===== config.mk =====
export PLATFORM = sky130hd
export DESIGN_NAME = ls161_counter
export DESIGN_NICKNAME = d
export VERILOG_FILES = /design/src/rtl/ls_pkg.sv /design/src/rtl/ls161_stage.sv /design/src/rtl/ls161_counter.sv
export SDC_FILE = /design/constraint.sdc
export NUM_CORES = 1
export LEC_CHECK = 0
export BUFFER_PORTS_ARGS = -buffer_cell sky130_fd_sc_hd__clkbuf_2
export CAP_MARGIN = 20
export CORE_AREA = 2 2 39 41
export CTS_CLUSTER_DIAMETER = 40
export DETAILED_ROUTE_END_ITERATION = 10
export DIE_AREA = 0 0 41 43
export PLACE_DENSITY = 0.45
export RECOVER_POWER = 25
export SYNTH_ARGS = -nofsm -noshare
export SYNTH_HDL_FRONTEND = slang
export SYNTH_SLANG_ARGS = --single-unit

===== constraint.sdc =====
create_clock -name clk -period 0.9 [get_ports clk]
set_input_delay 0.18 -clock clk [delete_from_list [all_inputs] [get_ports clk]]
set_output_delay 0.18 -clock clk [all_outputs]
set_load 0.01 [all_outputs]

===== src/rtl/ls_pkg.sv =====
// rtl/ls_pkg.sv - shared constants and terminal-count helper for the 74LS161-style counter
package ls_pkg;

    localparam int LS161_WIDTH = 4;

    // True when the low 'width' bits of value are all ones; width 0 yields 1.
    function automatic logic all_ones(input logic [31:0] value, input int width);
        logic r;
        r = 1'b1;
        for (int i = 0; i < 32; i++) begin
            if (i < width) begin
                r = r & value[i];
            end
        end
        return r;
    endfunction

endpackage


===== src/rtl/ls161_stage.sv =====
// rtl/ls161_stage.sv - one counter bit: synchronous load has priority over toggle, async clear
module ls161_stage (
    input  logic clk,
    input  logic clr,
    input  logic load,
    input  logic din_bit,
    input  logic toggle,
    output logic q
);

    logic q_q;
    logic q_d;

    always_comb begin
        q_d = q_q;
        if (load) begin
            q_d = din_bit;
        end else if (toggle) begin
            q_d = ~q_q;
        end
    end

    always_ff @(posedge clk or posedge clr) begin
        if (clr) begin
            q_q <= 1'b0;
        end else begin
            q_q <= q_d;
        end
    end

    assign q = q_q;

endmodule


===== src/rtl/ls161_counter.sv =====
// rtl/ls161_counter.sv - presettable binary counter with ripple-carry output, 74LS161 equivalent
module ls161_counter
    import ls_pkg::*;
#(
    parameter int WIDTH = LS161_WIDTH
) (
    input  logic             clk,
    input  logic             clr,
    input  logic [WIDTH-1:0] din,
    input  logic             n_load,
    input  logic             enp,
    input  logic             ent,
    output logic [WIDTH-1:0] q,
    output logic             rco
);

    logic [31:0]      q_ext;
    logic [WIDTH-1:0] low_ones;
    logic             count_en;

    assign q_ext    = 32'(q);
    assign count_en = enp & ent;

    // Carry-lookahead: bit i toggles when every lower bit is already one.
    always_comb begin
        low_ones = '0;
        for (int i = 0; i < WIDTH; i++) begin
            low_ones[i] = all_ones(q_ext, i);
        end
    end

    for (genvar g = 0; g < WIDTH; g++) begin : g_stage
        ls161_stage u_stage (
            .clk     (clk),
            .clr     (clr),
            .load    (~n_load),
            .din_bit (din[g]),
            .toggle  (count_en & low_ones[g]),
            .q       (q[g])
        );
    end

    // Not gated by enp so cascaded stages see terminal count while held.
    assign rco = ent & (&q);

endmodule


==> results_dict.tcl, run 1 <==
set metrics [dict create \
    slew_headroom 0.893 \
    drt_iter0_drc 3 \
    synth_area_leaders "dfrtp_1 (41%), buf_4 (12%), xor2_1 (11%)" \
    hp-class "in2reg" \
    drt-pass1-iter-count 2 \
    r2r_end "g_stage[3].u_stage.q$_DFFE_PP0P_" \
    period_share 1.24 \
    syn_nets 38 \
    synth.top_cell.area_share 0.415 \
    switching_share 0.274 \
    nNetsFinal 61 \
    postLayoutSetupSlackWorst_ns -0.219 \
    setup_viol 8 \
    largest_reg_flops 4 \
    routedWlPerCell_um 9.27 \
    drv_cap 0 \
    fin_crit_ns 1.12 \
    cts_buffers 3 \
    clk_latency_ns 0.23 \
    power_frac_comb 0.327 \
    drt_wl_total_um 612 \
    clk_pin_slew_ns 0.04 \
    violations "negative setup slack" \
    fin_util 0.311 \
    worst_hold_path.num_cells 3 \
    yosys.area.top_type "dfrtp_1" \
    crit_fanout 3 \
    drc 0 \
    worst-setup-path-type "reg2out" \
    gr-usage-all-layers 0.0865 \
    synthCells 29 \
    critPathRequiredTime_ns 0.72 \
    arrival_ns 0.94 \
    cts_root_buffer "clkbuf_4" \
    hpwlAfterDp_um 441 \
    irDropWorstVdd_uv 534 \
    worst_hold_slack_ns 0.186 \
    die_area_sq_um 1760 \
    r2r_start "g_stage[0].u_stage.q$_DFFE_PP0P_" \
    num_vias 244 \
    p_leak_nw 0.209 \
    p_clk_frac 0.338 \
    hold_viol 0 \
    grt_overflow 0 \
    hp-start "din[2]" \
    cts_tree "done" \
    timing.fmax_mhz 893 \
    antenna_found_initial 0 \
    status "finished with violations" \
    r2r_slack_ns -0.20 \
    p_int_mw 0.475 \
    htree_levels 1 \
    ys_seq_elements 4 \
    io_buffers 13 \
    ys_warn_count 0 \
    p_seq_frac 0.334 \
    start_util 0.175 \
    dieWidth_um 41 \
    rsz0062_at_grt "yes" \
    whs_endpoint "g_stage[2].u_stage.q$_DFFE_PP0P_" \
    synth_area_sq_um 241 \
    skew_ns 0.00121 \
    diodes 0 \
    grt_start_max_net_pins 9 \
    grt_pass1_vias 238 \
    synth_cell_types 14 \
    core_sq_um 1380 \
    grt_pass1_wl_um 952 \
    clock-sinks 4 \
    drive_above_1_share 0.580 \
    ctsLongestPathBuffers 2 \
    p_per_area_nw_per_um2 1520 \
    cp-end-kind "primary output" \
    ant_nets 0 \
    vias_per_cell 3.70 \
    worst_pin_slew_ns 0.158 \
    ios 14 \
    num_rows 14 \
    switchingPower_mw 0.179 \
    gp_congestion 0.701 \
    syn_avg_cell_area_sq_um 8.33 \
    area_growth_pct 78.2 \
    cp-start-kind "register" \
    ys_seq_area_frac 0.415 \
    die_h_um 43 \
    rr_worst_depth 4 \
    drv_slew 0 \
]
## kinds of logic (layout without fill, tap and decap cells)
family | Yosys count | after routing | share of synthesized area
xor+xnor | 3 | 3 | 0.109
simple gates | 11 | 11 | 0.212
buf+inv | 6 | 27 | 0.155
flops | 4 | 4 | 0.415
compound gates | 5 | 5 | 0.109
## what timing repair did
action	in CTS	in global routing
hold buffers	1	0
hold endpoints to repair	4	0
buffers inserted	1	1
pin swaps	6	3
endpoints found under the setup margin	9	9
gates resized for setup	3	5
## cell usage in the layout, fill, tap and decap left out, types with 2 or more instances in the layout
master / count
clkbuf_2: 11
buf_4: 7
nor2_1: 5
dfrtp_1: 4
buf_6: 4
a21oi_1: 3
clkbuf_4: 3
xor2_1: 2
nand3_2: 2
## area by class of cell
type | instances | area (sq um)
fillers | 164 | 953
clock buffers | 3 | 22.5
repair buffers | 23 | 163
inverters | 1 | 3.75
well taps | 16 | 20.0
flip-flops and latches | 4 | 100
multi-input cells | 19 | 121
## worst max path at each step
stage | startpoint | endpoint | slack, ns | cells after the start
final | g_stage[3].u_stage.q$_DFFE_PP0P_ | rco | -0.22 | 4
after global routing | g_stage[3].u_stage.q$_DFFE_PP0P_ | rco | -0.30 | 4
after CTS | g_stage[3].u_stage.q$_DFFE_PP0P_ | rco | -0.24 | 4
after detailed placement | g_stage[1].u_stage.q$_DFFE_PP0P_ | g_stage[3].u_stage.q$_DFFE_PP0P_ | -0.1 | 3
after global placement | g_stage[1].u_stage.q$_DFFE_PP0P_ | g_stage[3].u_stage.q$_DFFE_PP0P_ | -0.08 | 3
after floorplan | g_stage[0].u_stage.q$_DFFE_PP0P_ | g_stage[3].u_stage.q$_DFFE_PP0P_ | -0.10 | 3
## per-layer routing
layer,GRT usage,routed length [um],vias up
met2,0.0969,271,10
met4,0.100,11,0
met3,0.0314,48,2
met1,0.110,280,97
li1,-,-,135
met5,0,0,-
## critical path: stages (launching register included)
cell and delay (ns):
dfrtp_1 0.35, buf_6 0.11, nand2_1 0.04, nor2_1 0.08, clkbuf_2 0.14
## cells in the mapped netlist
cell and number:
a21oi_1 3, o21ai_0 1, nand2_1 1, nand4_1 1, nand3_1 2, nand2_2 1
inv_1 1, a31oi_1 1, nor2_1 5, dfrtp_1 4, buf_1 1, xor2_1 3
or3_1 1, buf_4 4
## power by group through the flow
stage	clock, mW	combinational, mW	sequential, mW
2_1_floorplan	0	0.0953	0.226
3_3_place_gp	0	0.171	0.219
3_5_place_dp	0	0.170	0.219
4_1_cts	0.232	0.191	0.219
5_1_grt	0.242	0.237	0.222
6_report	0.221	0.214	0.218
## per-stage QoR
| stage | worst slack [ns] | cell area [sq um] | std cells | setup TNS (ns) | power, mW |
|---|---|---|---|---|---|
| 5_1_grt | -0.302 | 430 | 66 | -1.55 | 0.701 |
| 3_5_place_dp | -0.0975 | 350 | 60 | -0.244 | 0.389 |
| 3_3_place_gp | -0.0835 | 350 | 60 | -0.266 | 0.390 |
| 4_1_cts | -0.239 | 403 | 65 | -1.19 | 0.642 |
| 6_report | -0.219 | 430 | 66 | -1.11 | 0.654 |
| 2_1_floorplan | -0.102 | 246 | 29 | -0.102 | 0.321 |
No activity file was read; power rests on OpenSTA's default activity.
==> run 2: changes to the inputs <==
Settings changed: PLACE_DENSITY 0.45 to unset, PLACE_DENSITY_LB_ADDON set to 0.05.
==> run 2 against run 1 <==
The run still ends with negative setup slack left. Non-clock buffer count shrank 2. Clock skew decreased by 0.00056 ns. Combinational power down 4%. Wire length down 4.4%. Clock power hardly changed. Sequential share of layout area up 0.41 points. Via count shrank 2.0%. Sequential power barely moved. Total power down 1.2%. Fmax up 0.91%. First-iteration DRC count shrank 67%. Final cell count shrank 3.0%. Critical path type unchanged. Critical endpoint unchanged. Highest routed layer is now met3.
==> results_dict.tcl, run 2 (synthesis results as in run 1) <==
set metrics [dict create \
    clk_pin_slew_ns 0.04 \
    clock-sinks 4 \
    p_per_area_nw_per_um2 1530 \
    status "finished with violations" \
    postLayoutSetupSlackWorst_ns -0.209 \
    arrival_ns 0.93 \
    worst_hold_slack_ns 0.182 \
    skew_ns 0.000644 \
    seq_area_sq_um 100 \
    htree_levels 1 \
    fillers 153 \
    drive_above_1_share 0.583 \
    cp-end-kind "primary output" \
    hold_viol 0 \
    drv_slew 0 \
    antenna_found_initial 0 \
    rsz0062_at_grt "yes" \
    gp_congestion 0.654 \
    p_clk_frac 0.338 \
    drv_cap 0 \
    ctsLongestPathBuffers 2 \
    power_frac_comb 0.320 \
    nNetsFinal 59 \
    vias_per_cell 3.73 \
    fin_crit_ns 1.11 \
    multi_input_area_sq_um 131 \
    drt_iter0_drc 1 \
    fin_util 0.306 \
    grt_pass1_wl_um 1040 \
    num_rows 14 \
    p_seq_frac 0.342 \
    p_leak_nw 0.201 \
    die_area_sq_um 1760 \
    period_share 1.23 \
    design_area_sq_um 423 \
    cp-start-kind "register" \
    dieWidth_um 41 \
    critPathRequiredTime_ns 0.72 \
    io_buffers 13 \
    drt-pass1-iter-count 2 \
    drc 0 \
    cts_root_buffer "clkbuf_4" \
    irDropWorstVdd_uv 679 \
    r2r_start "g_stage[0].u_stage.q$_DFFE_PP0P_" \
    timing.fmax_mhz 901 \
    worst_hold_path.num_cells 3 \
    cts_buffers 3 \
    gr-usage-all-layers 0.0936 \
    final.setup.tns_ns -1.05 \
    layout_commonest_cell "clkbuf_2" \
    area_growth_pct 75.1 \
    switching_share 0.277 \
    crit_fanout 3 \
    hp-start "din[1]" \
    switchingPower_mw 0.179 \
    worst-setup-path-type "reg2out" \
    max_stage_delay_ns 0.38 \
    start_util 0.175 \
    die_h_um 43 \
    hpwlAfterDp_um 487 \
    slew_headroom 0.894 \
    ant_nets 0 \
    core_sq_um 1380 \
    grt_overflow 0 \
    routedWlPerCell_um 9.14 \
    rr_worst_depth 3 \
    cp-startpoint "g_stage[3].u_stage.q$_DFFE_PP0P_" \
    drt_wl_total_um 585 \
    path_cells "buf_6, nand2_2, nor2_1, buf_2" \
    most-common-layout-cells "clkbuf_2 (11), nor2_1 (5), dfrtp_1 (4), buf_6 (4), buf_4 (4)" \
    ios 14 \
    violations "negative setup slack" \
    setup_viol 8 \
    cts_tree "done" \
    grt_pass1_vias 255 \
    num_vias 239 \
    critPathSlowestCell "dfrtp_1" \
    hp-class "in2reg" \
    clk_latency_ns 0.23 \
    placed_area_sq_um 350 \
    grt_start_max_net_pins 9 \
    largest_reg_flops 4 \
    worst_pin_slew_ns 0.159 \
    p_int_mw 0.467 \
    diodes 0 \
]
## run 2: cell count changes in the layout (fill, tap and decap cells not counted), sizes merged
cell | before | now
buf | 11 | 9
## run 2: final timing paths
check                                                   end  slack (ns)
max reg2reg                g_stage[3].u_stage.q$_DFFE_PP0P_       -0.11
max                                                     rco       -0.21
min reg2reg                g_stage[3].u_stage.q$_DFFE_PP0P_        0.58
min                        g_stage[1].u_stage.q$_DFFE_PP0P_        0.18
max in group asynchronous  g_stage[2].u_stage.q$_DFFE_PP0P_        0.40
min in group asynchronous  g_stage[0].u_stage.q$_DFFE_PP0P_        0.35
## run 2: cell type report
cell class / count / share of cell area
inverters: 1 / 0.00888
multi-input cells: 19 / 0.311
well taps: 16 / 0.0473
repair buffers: 21 / 0.343
flip-flops and latches: 4 / 0.237
clock buffers: 3 / 0.0533
## run 2: metrics by stage
stage	setup WS, ns	cells	total power, mW
final	-0.209	64	0.646
after global routing	-0.273	64	0.692
after CTS	-0.232	65	0.646
after detailed placement	-0.138	60	0.394
after global placement	-0.101	60	0.396
after floorplan	-0.102	29	0.321
## run 2: power by group through the flow
| stage | clock [mW] | sequential (mW) | combinational (mW) |
|---|---|---|---|
| after floorplan | 0 | 0.226 | 0.0953 |
| after global placement | 0 | 0.221 | 0.175 |
| after detailed placement | 0 | 0.221 | 0.173 |
| after CTS | 0.228 | 0.221 | 0.197 |
| after global routing | 0.235 | 0.223 | 0.234 |
| final | 0.218 | 0.221 | 0.206 |
## run 2: timing repair
item                                    CTS  global route
pin swaps                                 7             5
buffers inserted                          1             0
resized for setup                         4             7
hold endpoints to repair                  4             0
endpoints found under the setup margin    9             9
hold buffers                              1             0
## run 2: routing by layer
layer | GRT usage | vias to the layer above | routed length, um
met5 | 0 | - | 0
met1 | 0.126 | 95 | 281
met2 | 0.100 | 12 | 231
li1 | - | 132 | -
met4 | 0.0800 | 0 | 0
met3 | 0.0524 | 0 | 72
## run 2: worst max-delay path: cells and delay by family (launching register included)
family        cells  cell delay [ns]
flops             1             0.38
buf+inv           2             0.25
simple gates      2             0.07
